### src/rtl/seq_operand_read_stage_pkg.sv
// Shared encodings for the READ stage: NOP word and opcode values/field position.
package seq_operand_read_stage_pkg;

  localparam int          INSTR_W = 16;
  localparam int          OPC_MSB = 15;
  localparam int          OPC_LSB = 12;

  localparam logic [15:0] NOP_INSTR = 16'h0000;

  // Opcodes whose source usage differs from the generic two-source ALU form.
  localparam logic [3:0]  OP_NOP  = 4'h0;
  localparam logic [3:0]  OP_LOAD = 4'h1;
  localparam logic [3:0]  OP_LI   = 4'h3;

endpackage

### src/rtl/seq_operand_read_stage_extract.sv
// Decodes which source operand fields an opcode actually reads.
module comb_source_extractor
  import seq_operand_read_stage_pkg::*;
(
  input  logic [3:0] i_opcode,
  output logic       o_has_source1,
  output logic       o_has_source2
);

  // NOP and load-immediate read nothing; LOAD reads only its base register.
  always_comb begin
    o_has_source1 = 1'b1;
    o_has_source2 = 1'b1;
    if (i_opcode == OP_NOP || i_opcode == OP_LI) begin
      o_has_source1 = 1'b0;
      o_has_source2 = 1'b0;
    end else if (i_opcode == OP_LOAD) begin
      o_has_source2 = 1'b0;
    end
  end

endmodule

### src/rtl/seq_operand_read_stage.sv
// READ pipeline stage: holds one instruction, resolves its operands from the
// register file or forward paths, and registers the result toward EXECUTE.
//
// state   | meaning
// S_EMPTY | READ register holds nothing (o_instruction_read = NOP)
// S_FULL  | READ register holds an instruction waiting to issue
module seq_operand_read_stage
  import seq_operand_read_stage_pkg::*;
#(
  parameter int DATA_SIZE    = 32,
  parameter int ADDRESS_SIZE = 10,
  parameter int INSTR_SIZE   = 16
) (
  input  logic                    i_clk,
  input  logic                    i_rst_n,
  input  logic                    i_valid,
  output logic                    o_ready,
  input  logic [INSTR_SIZE-1:0]   i_instruction,
  input  logic [ADDRESS_SIZE-1:0] i_pc,
  output logic [INSTR_SIZE-1:0]   o_instruction_read,
  input  logic [DATA_SIZE-1:0]    i_regfile_operand1,
  input  logic [DATA_SIZE-1:0]    i_regfile_operand2,
  input  logic                    i_forward_operand1_execute,
  input  logic                    i_forward_operand2_execute,
  input  logic                    i_forward_operand1_write,
  input  logic                    i_forward_operand2_write,
  input  logic [DATA_SIZE-1:0]    i_result_execute,
  input  logic [DATA_SIZE-1:0]    i_result_write,
  input  logic                    i_execute_is_load,
  input  logic                    i_flush,
  output logic                    o_valid,
  input  logic                    i_ready,
  output logic [INSTR_SIZE-1:0]   o_instruction,
  output logic [ADDRESS_SIZE-1:0] o_pc,
  output logic [DATA_SIZE-1:0]    o_operand1,
  output logic [DATA_SIZE-1:0]    o_operand2
);

  typedef enum logic {S_EMPTY, S_FULL} state_t;

  localparam logic [INSTR_SIZE-1:0] W_NOP = INSTR_SIZE'(NOP_INSTR);

  state_t                  r_state, w_state_next;
  logic [INSTR_SIZE-1:0]   r_read_instr, w_read_instr_next;
  logic [ADDRESS_SIZE-1:0] r_read_pc, w_read_pc_next;

  logic                    r_exe_valid;
  logic [INSTR_SIZE-1:0]   r_exe_instr;
  logic [ADDRESS_SIZE-1:0] r_exe_pc;
  logic [DATA_SIZE-1:0]    r_exe_op1, r_exe_op2;

  logic w_has_src1, w_has_src2;
  logic w_fwd1_exec, w_fwd2_exec, w_fwd1_write, w_fwd2_write;
  logic w_slot_free, w_hazard, w_advance, w_capture;
  logic [DATA_SIZE-1:0] w_op1, w_op2;

  comb_source_extractor u_src (
    .i_opcode      (r_read_instr[OPC_MSB:OPC_LSB]),
    .o_has_source1 (w_has_src1),
    .o_has_source2 (w_has_src2)
  );

  // Forward flags only matter for fields the held instruction really reads.
  always_comb begin
    w_fwd1_exec  = w_has_src1 && i_forward_operand1_execute;
    w_fwd2_exec  = w_has_src2 && i_forward_operand2_execute;
    w_fwd1_write = w_has_src1 && i_forward_operand1_write;
    w_fwd2_write = w_has_src2 && i_forward_operand2_write;
  end

  // Operand source select: EXECUTE result beats WRITE result beats regfile.
  always_comb begin
    w_op1 = i_regfile_operand1;
    w_op2 = i_regfile_operand2;
    if (w_fwd1_exec)       w_op1 = i_result_execute;
    else if (w_fwd1_write) w_op1 = i_result_write;
    if (w_fwd2_exec)       w_op2 = i_result_execute;
    else if (w_fwd2_write) w_op2 = i_result_write;
  end

  // Handshake, load-use detection and READ register next state.
  always_comb begin
    w_slot_free       = !r_exe_valid || i_ready;
    w_hazard          = (r_state == S_FULL) && i_execute_is_load && (w_fwd1_exec || w_fwd2_exec);
    w_advance         = (r_state == S_FULL) && w_slot_free && !w_hazard && !i_flush;
    o_ready           = (r_state == S_EMPTY) || (w_slot_free && !w_hazard);
    w_capture         = i_valid && o_ready && !i_flush;
    w_state_next      = r_state;
    w_read_instr_next = r_read_instr;
    w_read_pc_next    = r_read_pc;
    if (i_flush) begin
      w_state_next      = S_EMPTY;
      w_read_instr_next = W_NOP;
      w_read_pc_next    = '0;
    end else begin
      case (r_state)
        S_EMPTY: begin
          if (w_capture) begin
            w_state_next      = S_FULL;
            w_read_instr_next = i_instruction;
            w_read_pc_next    = i_pc;
          end
        end
        S_FULL: begin
          if (w_advance) begin
            if (w_capture) begin
              w_read_instr_next = i_instruction;
              w_read_pc_next    = i_pc;
            end else begin
              w_state_next      = S_EMPTY;
              w_read_instr_next = W_NOP;
              w_read_pc_next    = '0;
            end
          end
        end
        default: w_state_next = S_EMPTY;
      endcase
    end
  end

  // READ register.
  always_ff @(posedge i_clk) begin
    if (!i_rst_n) begin
      r_state      <= S_EMPTY;
      r_read_instr <= W_NOP;
      r_read_pc    <= '0;
    end else begin
      r_state      <= w_state_next;
      r_read_instr <= w_read_instr_next;
      r_read_pc    <= w_read_pc_next;
    end
  end

  // EXECUTE register: refills whenever the slot frees, with a bubble if nothing issues.
  always_ff @(posedge i_clk) begin
    if (!i_rst_n) begin
      r_exe_valid <= 1'b0;
      r_exe_instr <= W_NOP;
      r_exe_pc    <= '0;
      r_exe_op1   <= '0;
      r_exe_op2   <= '0;
    end else if (w_slot_free) begin
      if (w_advance) begin
        r_exe_valid <= 1'b1;
        r_exe_instr <= r_read_instr;
        r_exe_pc    <= r_read_pc;
        r_exe_op1   <= w_op1;
        r_exe_op2   <= w_op2;
      end else begin
        r_exe_valid <= 1'b0;
        r_exe_instr <= W_NOP;
        r_exe_pc    <= '0;
        r_exe_op1   <= '0;
        r_exe_op2   <= '0;
      end
    end
  end

  assign o_instruction_read = r_read_instr;
  assign o_valid            = r_exe_valid;
  assign o_instruction      = r_exe_instr;
  assign o_pc               = r_exe_pc;
  assign o_operand1         = r_exe_op1;
  assign o_operand2         = r_exe_op2;

endmodule

### config.mk
export PLATFORM = sky130hd
export DESIGN_NAME = seq_operand_read_stage
export DESIGN_NICKNAME = d
export VERILOG_FILES = /design/src/rtl/seq_operand_read_stage_pkg.sv /design/src/rtl/seq_operand_read_stage_extract.sv /design/src/rtl/seq_operand_read_stage.sv
export SDC_FILE = /design/constraint.sdc
export NUM_CORES = 1
export LEC_CHECK = 0
export CORE_UTILIZATION = 42
export DETAILED_ROUTE_END_ITERATION = 7
export PLACE_DENSITY = 0.8
export SLEW_MARGIN = 20
export SYNTH_ARGS = -nofsm -noshare
export SYNTH_HDL_FRONTEND = slang
export SYNTH_SLANG_ARGS = --single-unit
export TNS_END_PERCENT = 1
### constraint.sdc
create_clock -name i_clk -period 1.8 [get_ports i_clk]
set_input_delay 0.36 -clock i_clk [delete_from_list [all_inputs] [get_ports i_clk]]
set_output_delay 0.36 -clock i_clk [all_outputs]
set_load 0.02 [all_outputs]
==> results.md <==
* Status: finished with violations
* Failing checks: setup timing
* Max-slew violation count at 0
* Initial DRC count at 770
* Post-synthesis sequential area ratio at roughly 39%
* Switch share at between 20% and 30%
* Final worst-path cycle share at 102%
* CP top delay family: flip-flops
* Final setup margin at -41.5 ps
* Seq cells post-synth at ~120
* Sequential Power Share at a little over a third
* Chip Height at 123 um
* Post-synth EDFFs at 0
* Ant diodes at 0
* Relative slew margins at roughly 58%
* All-Layer GR Usage at between 30 and 40%
* Routed len/inst at 20.6 um
* Top FF cell, synth: dfxtp_1
* Largest net degree at the start of global routing at 65
* Final Setup Violations at 1
* Asr flop ratio synth at 0%
* Pwr Density at ~770 mW/mm2
* CTS clk-pin slew, worst paths at 60 ps
* Logic pwr share at a little over a fifth
* Clock network fraction of design power at 43.6%
* Max FO, Critical Path at 4
* Unrepaired setup endpoints after global routing: true
* Hold Buf Count CTS at 0
* CTS tree: yes
* Via count at a little under 7,000
* H-tree Lvls at 4
* CTS Root Cell: clkbuf_16
* Fmax at approximately 0.54 GHz
* Syn avg cell area at 8.77 um2
* Rows at 43
* Syn Nets at roughly 860
* Min-delay worst type: register to register
* CP Class: register to output port
* Die area at around 0.015 mm2
* Commonest non-fill, non-tap cell in the layout: clkdlybuf4s50_1
* Clk Latency, worst-skew pair at roughly 430 ps
* Worst EP required at between 1000 and 1500 ps
* Worst Skew at between 10 and 15 ps
* Max stage delay on crit path at 350 ps
* Starting density of the core at between 40% and 50%
* Library cells used by synthesis at 38
* Internal Power at roughly 5500 uW
* Routability Congestion at around 0.92
* I/O Buffers at between 200 and 300
* Switching power of the nets at 2250 uW
* Post-place instance area at ~0.0092 mm2
* Leak at 0.00399 uW
* Gate Count Post-Synth at ~700
* Peak VDD IR at 0.000663 V
* Maximum clock path buffer count at 2
* HPWL Detailed at around 16,000 um
* # IOs at ~270
* Vias in the first global route at about 6,400
* Finished Cell Area at between 0.01 and 0.015 mm2
* Antenna viol nets, final at 0
* Area grow syn2layout at 65.0%
* Share of layout cells above drive strength 1 at 15.8%
* Crit-path cells: nand3b_1 > a31oi_2 > o21ai_2 > buf_2
* Total of max-cap violations at 0
* First-pass GRT wire length at about 35,000 um
* Final Hold Fails at 0
* Slowest-stage cell, CP: dfxtp_2
* Layout Cells excl Fill at ~1,200
* Placed insts at approximately 1,100
* Synth top area cells: dfxtp_1, a22o_1, a32o_1, o22a_1, nor2_1
* Setup crit start kind: register
* Die W at roughly 120 um
* Most frequent cells in the layout: clkdlybuf4s50_1, dfxtp_1, nor2_1, a22o_1
* DRC at 0
* Number of antenna violations at the first check in global routing at 0
* CP arrival at ~1500 ps
* CTS Sinks at roughly 120
* Core box area at around 0.014 mm2
* Total gr overflow at 0
* Vias/cell at approximately 6
* Endpoint type of the worst setup path: output port
* Final min period at 1840 ps
* Mapped cell area at between 0.006 and 0.007 mm2
* First-pass DRT Iterations at 5
* Routed WL at ~24,000 um
* Pre-CTS WS at -524 ps
* Final nets at about 1,100
* Worst Path Buf+Inv at 1
* Fin Setup TNS at -41.5 ps
* Synth area leader: dfxtp_1
* Tightest Pin Transition at around 630 ps
* Total CTS buffers at 17
* Synth Warn # at 0
* Top-area cell type share of the netlist area at 38.7%
[flip-flops by register name, indices dropped and copies added (netlist names)]
| register | count |
|---|---|
| o_instruction | 16 |
| o_instruction_read | 16 |
| o_operand1 | 32 |
| o_operand2 | 32 |
| o_pc | 10 |
| o_valid | 1 |
| r_read_pc | 10 |
| r_state | 1 |
[cells in the mapped netlist (all sizes together) (32+ instances only)]
library cell and n:
nor3b 32, nor2 67, nor2b 35, dfxtp 118, or2 33, nand2 35
clkbuf 54, a21oi 32, o21bai 32, a32o 33, o41ai 32, o21ai 36
a22o 51
[stage by stage]
stage | utilization [%] | power, uW | hold WS [ps]
2_1_floorplan | - | 3490 | 443
3_3_place_gp | 65.8 | 4300 | 434
3_5_place_dp | 65.8 | 4320 | 435
4_1_cts | 70.0 | 7670 | 454
5_1_grt | 71.6 | 7950 | 468
6_report | 71.6 | 7700 | 455
[tightest hold or removal path: stages (launching register included)]
cell     delay (ps)
dfxtp_1         320
nand2_1          50
o41ai_1          50
[repair_timing]
| action | in CTS | in global routing |
|---|---|---|
| gates cloned | 0 | 1 |
| resized for setup | 18 | 41 |
| setup endpoints to repair | 63 | 63 |
| setup buffers | 0 | 2 |
| pin swaps | 0 | 1 |
[kinds of logic (layout without fill, tap and decap cells)]
group,after synthesis,count (layout),share of synthesized area (%)
AO/OA/AOI/OAI,286,286,37.0
XOR/XNOR,1,1,0.144
buffers and inverters,77,356,5.72
flip-flops,118,118,38.7
AND/OR/NAND/NOR,213,213,18.4
[layer usage]
| layer | vias up | track usage [%] | part of all wire (%) |
|---|---|---|---|
| met5 | - | 0 | 0 |
| met4 | 0 | 13.5 | 2.4 |
| met3 | 48 | 8.46 | 11 |
| met2 | 393 | 49.7 | 48 |
| met1 | 3303 | 37.1 | 39 |
| li1 | 3153 | - | - |
[worst paths after layout]
path | startpoint | endpoint | slack [ps] | depth (start not counted)
worst max-delay path | o_instruction_read[13] | o_ready | -40 | 4
worst min-delay path | o_operand1[12] | o_operand1[12] | 460 | 2
worst max register to register | o_instruction_read[12] | o_operand1[19] | 30 | 6
worst min register to register | o_operand1[12] | o_operand1[12] | 460 | 2
[area by class of cell]
type	instances	area [um2]
Fill cell	1100	3980
Multi-Input combinational cell	500	3570
Timing Repair Buffer	321	3310
Sequential cell	118	2370
Clock buffer	17	425
Tap cell	180	225
Clock inverter	15	151
Inverter	3	11.3
[power groups by stage]
stage | clock network, uW | logic, uW | registers [uW]
6_report | 3360 | 1620 | 2710
5_1_grt | 3520 | 1720 | 2720
4_1_cts | 3400 | 1570 | 2710
3_5_place_dp | 0 | 1550 | 2770
3_3_place_gp | 0 | 1540 | 2770
2_1_floorplan | 0 | 674 | 2820
(Power assumes the default switching activity.)
==> variant 1, RTL diff (same settings) <==
`ADDRESS_SIZE`: 10 -> 9.
--- a/src/rtl/seq_operand_read_stage.sv
+++ b/src/rtl/seq_operand_read_stage.sv
@@ -10,3 +10,3 @@
   parameter int DATA_SIZE    = 32,
-  parameter int ADDRESS_SIZE = 10,
+  parameter int ADDRESS_SIZE = 9,
   parameter int INSTR_SIZE   = 16
Ports: changed (resized i_pc and o_pc); port bits go from 272 to 270. The function was not compared with the original's and may differ.
==> variant 1 against the unedited design <==
The flow still finishes with violations (negative setup slack). Global-route usage shrank 0.27 points. Routed wire length shrank 1.6%. Fmax grew 1.2%. Final area is essentially flat. Worst setup slack gained 22 ps. Sequential cell count shrank 2. Total power shrank 1.8%. Area after synthesis grew 2.4%. Via count shrank 0.22%. Clock skew shrank 3.4 ps. Critical path depth is the same.
==> variant 1: results (changes against the unedited design) <==
[outcome]
status=finished, violations left  ; unchanged
violations=negative setup slack  ; unchanged

[sta]
tightestPinTransition_ps=409  ; was 627 ps
fin_ws_ps=-19.1  ; was -41.5 ps
setup_viol=1  ; unchanged
tns_ps=-19.1  ; was -41.5 ps
final.setup_skew_ps=7.17  ; was 10.6 ps

[place]
place_area_um2=9410  ; was 9240 um^2
dpl.hpwl_um=16300  ; was 16000 um
io_buffer_count=269  ; was 271
preCtsSetupSlack_ps=-480  ; was -524 ps
routabilityCongestion=0.881  ; was 0.916

[finish]
nets=1119  ; was 1125
seq_area_share_pct=23.1  ; was 23.5%
n_all_inverters=3  ; unchanged
fillers=1140  ; was 1100
antenna_cells=2  ; was 0
clock_cell_area_share_pct=5.68  ; was 5.73%
clock_buffers=18  ; was 17
syn2layout_area_growth_pct=61.0  ; was 65.0%
drive_gt1_share_pct=17.0  ; was 15.8%
nMultiInputCombCells=498  ; was 500
multi_input_area_share_pct=36.2  ; was 35.5%
num-nonclk-buffers=320  ; was 321
buffer_area_share_pct=32.5  ; was 32.9%

[clock_network]
clock_latency_ps=420
post_cts_buffers=0  ; unchanged
clk_pin_slew_ps=60  ; about the same
cts_max_level=4  ; unchanged
cts-resized-gates=12  ; was 18
cts-root-buf=clkbuf_16  ; unchanged

[synthesis]
synth-seq-cells=116  ; was 118
synth_warnings=0  ; unchanged
synth_fp_nets=853  ; was 859
synth_cells=690  ; was 695
synth_common_cells=116 x dfxtp_1, 66 x nor2_1, 49 x a22o_1  ; was 118 x dfxtp_1, 66 x nor2_1, 52 x clkbuf_1
synth_flop_cell=dfxtp_1  ; unchanged
synth.distinct_cells=39  ; was 38
ys_seq_area_share_pct=37.2  ; was 38.7%
synthTopCellsByArea=dfxtp_1 37%, o41ai_2 7.8%, a22o_1 6.9%  ; was dfxtp_1 39%, a22o_1 7.3%, a32o_1 5.4%

[detailed_routing]
dr.pass1.iters=7  ; was 5
vias_per_cell=5.96  ; was 5.98
drtIter0Drc=627  ; was 770
vias=6882  ; was 6897
wl_per_cell_um=20.2  ; was 20.6 um

[global_routing]
grt_max_degree=65  ; unchanged
grt_antenna_before_repair=1  ; was 0
grt_pass1_vias=6660  ; was 6392
grt_use_total_pct=30.1  ; was 30.4%
grt_pass1_wl_um=35000  ; was 34500 um

[setup_path]
path_max_fanout=4  ; unchanged
crit_arrival_ps=1460  ; was 1480 ps
cpPeakStageDelay_ps=340
critPathSlowestCell=dfxtp_2  ; unchanged

[power]
leakagePower_uw=0.00395  ; was 0.00399 uW
ir_worst_vdd_uv=668  ; was 663 uV

==> variant 1: cell count changes after synthesis, moves of 2 or more <==
cell      unedited run  this run
buf_2               13        18
a22o_1              51        49
clkbuf_1            52        46
o41ai_2              6        30
dfxtp_1            118       116
o41ai_1             26         2
==> variant 1: report_power, final <==
group          switching (uW)  internal, uW  total, uW  leakage [uW]
Clock                    1340          1940       3270      0.000279
Sequential               40.0          2630       2670      0.000940
Combinational             800           823       1620       0.00273
Total                    2180          5390       7560       0.00395
==> variant 1: logic make-up after synthesis <==
| family | count (synthesis) | synth area share [%] |
|---|---|---|
| AO/OA/AOI/OAI | 284 | 38.9 |
| XOR/XNOR | 1 | 0.261 |
| buffers and inverters | 76 | 5.67 |
| flip-flops | 116 | 37.2 |
| AND/OR/NAND/NOR | 213 | 18.0 |
==> variant 1: layer usage <==
layer / GRT usage [%] / share of wire, % / vias up / wire length, um
met2: 49.9 / 47 / 388 / 11000
met5: 0 / 0 / - / 0
met4: 13.9 / 3.0 / 0 / 690
li1: - / - / 3140 / -
met1: 36.3 / 40 / 3295 / 9360
met3: 8.15 / 9.7 / 59 / 2260
==> variant 1: path summary, 6_finish.rpt <==
path         slack (ps)  cells past startpoint                   start              to
min                 450                      2          o_operand1[31]  o_operand1[31]
max                 -20                      4  o_instruction_read[12]         o_ready
min reg2reg         450                      2          o_operand1[31]  o_operand1[31]
max reg2reg          70                      6  o_instruction_read[12]  o_operand2[28]
==> variant 1: critical path: cells and delay by family (launching register included) <==
kind,cells,cell delay [ps]
AOI/OAI and AO/OA,2,330
buffers and inverters,1,170
DFF,1,340
and+or+nand+nor,1,210
==> variant 2, RTL diff (same flow settings) <==
Without the edit above. Reset style: asynchronous (`i_rst_n`), changed in 2 clocked blocks.
--- a/src/rtl/seq_operand_read_stage.sv
+++ b/src/rtl/seq_operand_read_stage.sv
@@ -121,3 +121,3 @@
   // READ register.
-  always_ff @(posedge i_clk) begin
+  always_ff @(posedge i_clk or negedge i_rst_n) begin
     if (!i_rst_n) begin
@@ -134,3 +134,3 @@
   // EXECUTE register: refills whenever the slot frees, with a bubble if nothing issues.
-  always_ff @(posedge i_clk) begin
+  always_ff @(posedge i_clk or negedge i_rst_n) begin
     if (!i_rst_n) begin
Behaviour: differs if i_rst_n is asserted again (counterexample within 4 cycles, from zero or initial values and one cycle with i_rst_n low); with i_rst_n held inactive, the same outputs for 4 cycles.
==> variant 2 against the unedited design <==
The run still ends with negative setup slack left. Sequential share of layout area is 5.7 points higher. Area after synthesis up 0.98%. Worst hold slack gained 1.1 ps. Total power is 7.1% higher. Die area up 0.97%. Worst setup slack worse by 61 ps. Highest routed layer unchanged. Sequential cell count stayed put. Routed wire length down 0.24%. Final area up 0.56%.
==> variant 2: results (changes against the unedited design) <==
[outcome]
status=finished, violations left  ; unchanged
violations=negative setup slack  ; unchanged

[clock_network]
cts-resized-gates=23  ; was 18
cts_hold_buf=1  ; was 0

[detailed_routing]
drtIter0Drc=729  ; was 770
met2_wirelength_um=11400  ; was 11300 um
met3_length_um=2420  ; was 2530 um
vias=6670  ; was 6897
finalWirelength_um=23700  ; about the same
met1Wirelength_um=9090  ; was 9360 um

[power]
p_clk_uw=3420  ; was 3360 uW
leakagePower_uw=0.00506  ; was 0.00399 uW
p_seq_uw=2860  ; was 2710 uW
p_sw_share_pct=28.4  ; was 29.2%
ir_worst_vdd_uv=706  ; was 663 uV

[global_routing]
grt_use_met3_pct=9.92  ; was 8.46%
grt_use_total_pct=31.8  ; was 30.4%
met1_usage_pct=38.2  ; was 37.1%
gr-usage-met2_pct=52.1  ; was 49.7%
grt_pass1_vias=6953  ; was 6392

[sta]
fin_ws_ps=-103  ; was -41.5 ps
tightestPinTransition_ps=497  ; was 627 ps
setup_viol=51  ; was 1
tns_ps=-1370  ; was -41.5 ps

[setup_path]
timing.rr.end=o_operand2[11]  ; was o_operand1[19]
cp-startpoint=o_instruction_read[13]  ; unchanged
regToRegSetupSlack_ps=-60  ; was 30 ps
worst-r2r-cell-count=8  ; was 6

[synthesis]
synth_fp_nets=749  ; was 859
synth_area_per_cell_um2=10.5  ; was 8.77 um^2
ys_seq_area_share_pct=47.9  ; was 38.7%
synthTopCellsByArea=dfrtp_1 48%, a22o_1 12%, a32o_1 5.2%  ; was dfxtp_1 39%, a22o_1 7.3%, a32o_1 5.4%
synth_flop_cell=dfrtp_1  ; was dfxtp_1
synth_common_cells=118 x dfrtp_1, 84 x a22o_1, 65 x nand2_1  ; was 118 x dfxtp_1, 66 x nor2_1, 52 x clkbuf_1
async_flop_share_pct=100  ; was 0%

[finish]
stdcell_count=1047  ; was 1154
drive_gt1_share_pct=11.3  ; was 15.8%

[place]
preCtsSetupSlack_ps=-479  ; was -524 ps
dpl.hpwl_um=16000  ; about the same
routabilityCongestion=0.918  ; was 0.916

[worst_hold_path]
hold_path.class=in2async  ; was reg2reg

## variant 2: cell types whose count changed in the layout (fill, tap and decap cells not counted), sizes merged, moves of 32 or more
cell / change
dfrtp: +118
dfxtp: -118
clkdlybuf4s50: -36
o21ai: -34
a22o: +33
nor2b: -33
a22oi: +32
dlymetal6s2s: +32
nor2: -32
nor3b: -32
o221ai: +32
o41ai: -32
or2: -32
## variant 2: logic make-up (layout without fill, tap and decap cells)
group | Yosys count | count (layout)
flip-flops | 118 | 118
AND/OR/NAND/NOR | 108 | 108
buffers and inverters | 74 | 356
AO/OA/AOI/OAI | 285 | 285
## variant 2: final cells by class
type	count	area, um^2
fill	976	3980
timing repair buffer	321	3400
sequential	118	2950
multi-input combinational	393	2930
clock buffer	22	474
tap	180	225
clock inverter	10	123
inverter	3	11.3
## variant 2: critical path: stages (launching register included)
cell	delay [ps]
dfrtp_1	410
nand3b_1	220
a31oi_2	270
o21ai_2	90
buf_6	140
